`src/rtl/fetch_pkg.sv`:
```
// fetch_pkg: shared constants and types for the instruction fetch front end.
//   XLEN             - datapath width
//   DEFAULT_RESET_PC - default PC after reset
//   NOP_INST         - instruction presented to decode while nothing is valid
//   fetch_entry_t    - one buffered instruction with the PC it was fetched from
package fetch_pkg;

  localparam int unsigned XLEN = 32;

  localparam logic [XLEN-1:0] DEFAULT_RESET_PC = 32'h0000_0000;
  localparam logic [XLEN-1:0] NOP_INST         = 32'h0000_0013;

  typedef struct packed {
    logic [XLEN-1:0] inst;
    logic [XLEN-1:0] pc;
  } fetch_entry_t;

endpackage

```
`src/rtl/inst_queue.sv`:
```
// inst_queue: synchronous FIFO of fetch_entry_t between memory responses and decode.
// Ports:
//   clk, rst    - clock, synchronous active-high reset
//   push        - write push_entry (ignored when full)
//   push_entry  - entry to write
//   pop         - drop the head entry (ignored when empty)
//   flush       - empty the queue; wins over push and pop
//   head        - current head entry (contents undefined when empty)
//   full, empty - occupancy flags
//   count       - number of entries held
module inst_queue
  import fetch_pkg::*;
#(
  parameter int unsigned DEPTH = 2
) (
  input  logic                           clk,
  input  logic                           rst,
  input  logic                           push,
  input  fetch_entry_t                   push_entry,
  input  logic                           pop,
  input  logic                           flush,
  output fetch_entry_t                   head,
  output logic                           full,
  output logic                           empty,
  output logic [$clog2(DEPTH+1)-1:0]     count
);

  localparam int unsigned PW = (DEPTH > 1) ? $clog2(DEPTH) : 1;
  localparam int unsigned CW = $clog2(DEPTH + 1);

  fetch_entry_t   mem_q [DEPTH];
  logic [PW-1:0]  rd_ptr_q, rd_ptr_d;
  logic [PW-1:0]  wr_ptr_q, wr_ptr_d;
  logic [CW-1:0]  count_q,  count_d;
  logic           do_push, do_pop;

  assign full    = (count_q == CW'(DEPTH));
  assign empty   = (count_q == '0);
  assign count   = count_q;
  assign head    = mem_q[rd_ptr_q];

  assign do_push = push && !full && !flush;
  assign do_pop  = pop && !empty && !flush;

  // DEPTH is a power of two, so the pointers wrap on their own.
  always_comb begin
    rd_ptr_d = rd_ptr_q;
    wr_ptr_d = wr_ptr_q;
    count_d  = count_q;
    if (flush) begin
      rd_ptr_d = '0;
      wr_ptr_d = '0;
      count_d  = '0;
    end else begin
      if (do_push) wr_ptr_d = wr_ptr_q + PW'(1);
      if (do_pop)  rd_ptr_d = rd_ptr_q + PW'(1);
      count_d = count_q + CW'(do_push) - CW'(do_pop);
    end
  end

  always_ff @(posedge clk) begin
    if (rst) begin
      rd_ptr_q <= '0;
      wr_ptr_q <= '0;
      count_q  <= '0;
    end else begin
      rd_ptr_q <= rd_ptr_d;
      wr_ptr_q <= wr_ptr_d;
      count_q  <= count_d;
    end
  end

  always_ff @(posedge clk) begin
    if (do_push) mem_q[wr_ptr_q] <= push_entry;
  end

endmodule

```
`src/rtl/fetch_unit.sv`:
```
// fetch_unit: instruction fetch front end. Owns the PC, issues pipelined reads
// over a req/gnt/rvalid handshake, buffers responses and hands them to decode.
// Ports:
//   clk, rst              - clock, synchronous active-high reset
//   imem_req/imem_addr    - fetch request and word-aligned address
//   imem_gnt              - request accepted this cycle
//   imem_rvalid/rdata     - in-order read response
//   redirect/redirect_pc  - taken branch / jump from execute, new PC
//   inst_valid/inst/inst_pc/inst_ready - valid/ready stream to decode
module fetch_unit
  import fetch_pkg::*;
#(
  parameter logic [31:0] RESET_PC = DEFAULT_RESET_PC,
  parameter int unsigned QDEPTH   = 2
) (
  input  logic        clk,
  input  logic        rst,
  output logic        imem_req,
  output logic [31:0] imem_addr,
  input  logic        imem_gnt,
  input  logic        imem_rvalid,
  input  logic [31:0] imem_rdata,
  input  logic        redirect,
  input  logic [31:0] redirect_pc,
  output logic        inst_valid,
  output logic [31:0] inst,
  output logic [31:0] inst_pc,
  input  logic        inst_ready
);

  localparam int unsigned CW = $clog2(QDEPTH + 1);

  logic [XLEN-1:0] fetch_pc_q, fetch_pc_d;
  // PC of the next response that will be kept; stands in for a per-grant tag FIFO
  // because responses return in order.
  logic [XLEN-1:0] resp_pc_q, resp_pc_d;
  logic [CW-1:0]   outstanding_q, outstanding_d;
  logic [CW-1:0]   discard_q, discard_d;

  logic            grant, resp_keep;
  logic [CW:0]     in_flight;
  logic [XLEN-1:0] target_pc;
  logic            q_push, q_pop, q_full, q_empty;
  logic [CW-1:0]   q_count;
  fetch_entry_t    q_entry, q_head;
  logic            unused_redirect_lsbs;

  assign unused_redirect_lsbs = ^redirect_pc[1:0];
  assign target_pc = {redirect_pc[31:2], 2'b00};

  // Discarded reads still hold credit until their response returns.
  assign in_flight = {1'b0, outstanding_q} + {1'b0, q_count};
  assign imem_req  = !rst && (in_flight < (CW+1)'(QDEPTH));
  assign imem_addr = fetch_pc_q;
  assign grant     = imem_req && imem_gnt;
  assign resp_keep = imem_rvalid && (discard_q == '0);

  always_comb begin
    fetch_pc_d    = fetch_pc_q;
    resp_pc_d     = resp_pc_q;
    outstanding_d = outstanding_q + CW'(grant) - CW'(imem_rvalid);
    discard_d     = discard_q;
    if (grant)     fetch_pc_d = fetch_pc_q + 32'd4;
    if (resp_keep) resp_pc_d  = resp_pc_q + 32'd4;
    if (imem_rvalid && (discard_q != '0)) discard_d = discard_q - CW'(1);
    // Everything still in flight after this cycle belongs to the old path,
    // including a read granted in the redirect cycle itself.
    if (redirect) begin
      fetch_pc_d = target_pc;
      resp_pc_d  = target_pc;
      discard_d  = outstanding_d;
    end
  end

  always_ff @(posedge clk) begin
    if (rst) begin
      fetch_pc_q    <= RESET_PC;
      resp_pc_q     <= RESET_PC;
      outstanding_q <= '0;
      discard_q     <= '0;
    end else begin
      fetch_pc_q    <= fetch_pc_d;
      resp_pc_q     <= resp_pc_d;
      outstanding_q <= outstanding_d;
      discard_q     <= discard_d;
    end
  end

  assign q_entry = '{inst: imem_rdata, pc: resp_pc_q};
  assign q_push  = resp_keep && !redirect;
  assign q_pop   = inst_valid && inst_ready && !redirect;

  inst_queue #(
    .DEPTH (QDEPTH)
  ) u_queue (
    .clk        (clk),
    .rst        (rst),
    .push       (q_push),
    .push_entry (q_entry),
    .pop        (q_pop),
    .flush      (redirect),
    .head       (q_head),
    .full       (q_full),
    .empty      (q_empty),
    .count      (q_count)
  );

  assign inst_valid = !q_empty;
  assign inst       = q_empty ? NOP_INST : q_head.inst;
  assign inst_pc    = q_empty ? RESET_PC : q_head.pc;

  // Credit accounting guarantees a response always has a free slot.
  a_no_push_when_full: assert property (@(posedge clk) disable iff (rst) !(q_push && q_full));

endmodule
```
`config.mk`:
```
export PLATFORM = sky130hd
export DESIGN_NAME = fetch_unit
export DESIGN_NICKNAME = d
export VERILOG_FILES = /design/src/rtl/fetch_pkg.sv /design/src/rtl/inst_queue.sv /design/src/rtl/fetch_unit.sv
export SDC_FILE = /design/constraint.sdc
export NUM_CORES = 1
export LEC_CHECK = 0
export CAP_MARGIN = 20
export CORE_MARGIN = 5
export CORE_UTILIZATION = 30
export CTS_BUF_LIST = sky130_fd_sc_hd__clkbuf_8
export DETAILED_ROUTE_END_ITERATION = 16
export DONT_BUFFER_PORTS = 1
export PLACE_DENSITY = 0.43
export SLEW_MARGIN = 0
export SYNTH_ARGS = -nofsm -noshare
export SYNTH_HDL_FRONTEND = slang
export SYNTH_SLANG_ARGS = --single-unit
```
`constraint.sdc`:
```
create_clock -name clk -period 12 [get_ports clk]
set_input_delay 2.4 -clock clk [delete_from_list [all_inputs] [get_ports clk]]
set_output_delay 2.4 -clock clk [all_outputs]
set_load 0.05 [all_outputs]
```
After elaboration in Yosys (flattened, before gate mapping):

Memory sizes are Yosys's and may differ from the RTL's. A register that Yosys moved wholly into a read port is not among the register bits.
Index checks and enable logic that the tools add are counted.

* memory bits (writable): 128
* input port bits: 70
* memories kept: 1
* word-level logic and storage cells: 56
* register bits after elaboration: 72

* add/sub/neg operators: 10
* magnitude comparators: 1
* reductions and logical operators: 22
* mux-type cells: 12
* equal/unequal tests: 1

Memories
* u_queue.mem_q: depth 2, bits a word 64, rd ports 1, clocked after memory_dff 1, wr ports 1, RTL line inst_queue.sv:31 `fetch_entry_t mem_q [DEPTH];`

Operators with widths (number)
* two-way mux 32 bit: 6
* adder 32 x 3 -> 32 bit (second input constant): 2
* logical AND 1 bit: 11
* nonzero test 2 bit: 4
* adder 2 x 1 -> 2 bit: 2
* logical NOT 1 bit: 4
* logical NOT 2 bit: 2
* two-way mux 1 bit: 4
* two-way mux 2 bit: 2
* subtractor 2 x 1 -> 2 bit: 2
* adder 2 x 2 -> 3 bit: 1
* < comparator 3 x 2 -> 1 bit (second input constant): 1
* adder 1 bit (second input constant): 2
* == test 2 bit (second input constant): 1
* OR reduction 2 bit: 1
* subtractor 2 x 1 -> 2 bit (second input constant): 1

Depth between registers and ports, before layout:

* depth in word-level cells: 8
* gate-level depth with buffers: 11
* depth with buffers taken out: 11

Modules after synthesis:

Synthesis repeated with hierarchy kept, for this count alone.

* cells, all modules: 776
* area total of the unflattened synthesis: 9491.6 um2

By module, submodules not included
* inst_queue: times used 1, area each 5176.2 um2, cells each 226
* fetch_unit: times used 1, area each 4315.4 um2, cells each 550

Worst setup path after synthesis:

Ideal clock, no wire load.

* path type: in2reg
* start: input port redirect
* end: memory u_queue.mem_q[0][10] (netlist bit), enable pin
* setup time: 635 ps
* slack: 2371 ps
* buffers on the path: 3
* stages on the path: 4
* arrival: 8994 ps
* cells stage by stage: clkbuf_1 buf_1 clkbuf_1 nor4_1

* longest elaborated chain between the ends: 6

RTL lines
* from (decl): RTL line fetch_unit.sv:23 `input logic redirect,`
* logical NOT 1 bit (*): RTL line inst_queue.sv:42, fetch_unit.sv:90
* logical AND 1 bit: RTL line fetch_unit.sv:90 `assign q_push = resp_keep && !redirect;`
* logical AND 1 bit: RTL line inst_queue.sv:42 `assign do_push = push && !full && !flush;`
* logical AND 1 bit (*): RTL line inst_queue.sv:42
* two-way mux 1 bit (*): RTL line inst_queue.sv:74 `if (do_push) mem_q[wr_ptr_q] <= push_entry;`
* two-way mux 1 bit (not written as such) (*): RTL line inst_queue.sv:74
* to (decl): RTL line inst_queue.sv:31

Mark *: on every way between the ends. The rest lies on a longest branch, timed or not.

Worst setup path after layout:

* start: input port rst
* end: output port imem_req

* longest elaborated chain between the ends: 2

RTL lines
* from (decl): RTL line fetch_unit.sv:17 `input logic rst,`
* logical NOT 1 bit: RTL line fetch_unit.sv:53 `assign imem_req = !rst && (in_flight < (CW+1)'(QDEPTH));`
* logical AND 1 bit: RTL line fetch_unit.sv:53
* to (decl): RTL line fetch_unit.sv:18 `output logic imem_req,`

Every way passes these cells.

==> impl_metrics.tcl <==
set metrics [dict create \
    syn_inst 764 \
    synth-seq-cells 193 \
    seqCellArea_um2 5110 \
    drt_wl_total_um 22500 \
    cp_cell_sequence "nor3_2" \
    drt_drc_violations_left 0 \
    cp-end-kind "output port" \
    cts_tree "built" \
    area_delta_synth_final_pct 9.03 \
    post_drt_wl_per_cell_um 19.8 \
    vias 5890 \
    antenna_found_initial 0 \
    cp-start-kind "primary input" \
    num_io_pins 168 \
    grt_pass1_wl_um 34900 \
    die-area_um2 32500 \
    worstHoldPathType "reg -> reg" \
    fin_worst_skew_ns 0.0164 \
    cts_max_level 4 \
    critPathKind "in -> out" \
    post-cts-setup-buffer-count 0 \
    path_clk_slew_ns 0.09 \
    crit_arrival_ns 3.12 \
    cp.buffers_inverters 0 \
    max_freq_mhz 181 \
    cts.sinks 193 \
    grtUsageMet3_pct 5.11 \
    whs_ns 0.537 \
    clk_latency_ns 0.45 \
    ys_types 58 \
    gr-usage-met2_pct 21.0 \
    hold_viol_final 0 \
    worst_pin_slew_ns 1.10 \
    drtPass1Iterations 4 \
    cp_slowest_cell "nor3_2" \
    ctsLongestPathBuffers 2 \
    diodes 0 \
    busiest_layer "met2" \
    dp_hpwl_um 15700 \
    finalCritPeriodShare_pct 46.0 \
    yosys_most_used_dff "edfxtp_1" \
    rsz0062_at_grt "false" \
    grt_use_total_pct 13.5 \
    drive_above_1_share_pct 7.13 \
    grt_max_degree 86 \
    crit_cells 1 \
    min_period_ns 5.52 \
    numCtsBuffers 17 \
    start_util_pct 30.3 \
    via_per_inst 5.16 \
    setup_viol 0 \
    peakVddDrop_v 0.0000580 \
    finalSetupTns_ns 0 \
    first_global_vias 5908 \
    hold_buffers 0 \
    critPathMaxFanout 44 \
    synth.top_cells.by_count "124 x edfxtp_1, 87 x nor2_1, 69 x dfxtp_1, 63 x mux2i_1, 39 x nand2_1" \
    finish.utilization_pct 33.1 \
    drv_slew 0 \
    grt-ovfl-total 0 \
    crit_family "simple AND/OR/NAND/NOR gates" \
    fillers 2882 \
    ctsResizeCount 0 \
    syn-mean-instance-area_um2 11.4 \
    synth-edff-count 124 \
    clockRootBuffer "clkbuf_8" \
    ff2ff_path_depth 11 \
    min_path_cells 0 \
    die-width_um 180 \
    multi_input_area_um2 3320 \
    drtAntennaViolNets 0 \
    gp_congestion 0.849 \
    seq_area_frac_synth_pct 58.7 \
    core_um2 28700 \
    p_leak_nw 3.01 \
    critical-path-max-stage-delay_ns 0.69 \
    globalRouteMet1Util_pct 17.8 \
    power.density_nw_per_um2 148 \
    worst-r2r-setup-slack_ns 8.46 \
    synthTopCellsByArea "edfxtp_1 43%, dfxtp_1 16%, mux2i_1 7.2%" \
    portBuffers 0 \
    synth_warnings 0 \
    required_ns 9.60 \
    dr.first_iter.drc_count 270 \
    rows 62 \
    async_reset_ff_share_pct 0 \
    die_y_um 180 \
    outcome "finished, final reports clean" \
    slew_headroom_pct 26.6 \
    yosysMostFrequentCell "edfxtp_1" \
    yosysTopAreaCell "edfxtp_1" \
    stdcell_area_um2 9490 \
    maxCapViolations 0 \
    synth_top_area_share_pct 42.8 \
    syn_area_um2 8700 \
    dpl-instance-area_um2 9050 \
    final_nets 822 \
]
## layer usage
layer | vias to the layer above | part of all wire, % | routed length, um
met4 | 0 | 1.4 | 322
met2 | 226 | 45 | 10100
met1 | 2848 | 45 | 10200
met5 | - | 0 | 0
li1 | 2792 | - | -
met3 | 24 | 8.4 | 1900
## path summary, 6_finish.rpt
| path | endpoint | startpoint |
|---|---|---|
| hold / removal | u_queue.mem_q[0][30]$_DFFE_PP_ | resp_pc_q[30]$_SDFFE_PP0P_ |
| hold reg to reg | u_queue.mem_q[0][30]$_DFFE_PP_ | resp_pc_q[30]$_SDFFE_PP0P_ |
| setup / recovery | imem_req | rst |
| setup reg to reg | discard_q[1]$_SDFFE_PP0P_ | u_queue.count[0]$_SDFF_PP0_ |
## cells by family (layout without fill, tap and decap cells)
| kind of cell | Yosys count | count (layout) | synth area share (%) |
|---|---|---|---|
| flops | 193 | 193 | 58.7 |
| xor+xnor | 23 | 23 | 2.31 |
| fa+ha+maj | 8 | 8 | 1.24 |
| other cells | 1 | 4 | 0.0431 |
| mux | 65 | 65 | 7.51 |
| buf+inv | 77 | 67 | 3.54 |
| compound gates | 114 | 114 | 9.39 |
| simple gates | 283 | 283 | 17.3 |
## flip-flops by register name, summed over array words and instances, names as in the netlist, named ones only
register,flops
discard_q,2
imem_addr,30
outstanding_q,2
resp_pc_q,30
u_queue.count,2
u_queue.mem_q,124
u_queue.rd_ptr_q,1
u_queue.wr_ptr_q,1
## report_power, final
group | leakage, nW | internal (mW) | switching (mW)
clock network | 0.218 | 0.208 | 0.229
registers | 1.72 | 0.751 | 0.0573
logic | 1.08 | 0.0461 | 0.115
total | 3.01 | 1.00 | 0.401
## layout by cell type (no fill, tap or decap), types with 4 or more instances in the layout
cell type / instances
nand2_1: 39
nor3_1: 18
a311oi_1: 6
inv_1: 30
and2_1: 6
and3_1: 14
conb_1: 4
buf_4: 4
nand3_1: 19
clkbuf_8: 19
a211oi_1: 16
xnor2_1: 11
mux2i_1: 63
o21bai_1: 7
o31a_1: 15
or3_1: 6
edfxtp_1: 124
or4_1: 5
nor2_1: 86
dfxtp_1: 68
ha_1: 7
a31oi_1: 4
nor2b_1: 10
o31ai_1: 5
a21oi_1: 25
o21ai_0: 8
nor4_1: 20
and4_1: 13
a21boi_0: 14
xor2_1: 12
nand4_1: 26
o21a_1: 4
## stage by stage
| step | power (mW) | worst slack, ns | std cells |
|---|---|---|---|
| after global placement | 0.981 | 6.50 | 1108 |
| after detailed placement | 0.987 | 6.50 | 1108 |
| final | 1.41 | 6.48 | 1141 |
| after CTS | 1.43 | 6.50 | 1140 |
| after global routing | 1.47 | 6.50 | 1141 |
| after floorplan | 0.953 | 2.37 | 767 |
## final cells by class
cell class	instances	share of cell area, %
sequential	193	53.8
clock inverter	13	1.54
inverter	30	1.19
multi-input combinational	497	35.0
clock buffer	19	2.76
timing repair buffer	5	0.607
tap	384	5.06
(Power assumes the default switching activity.)
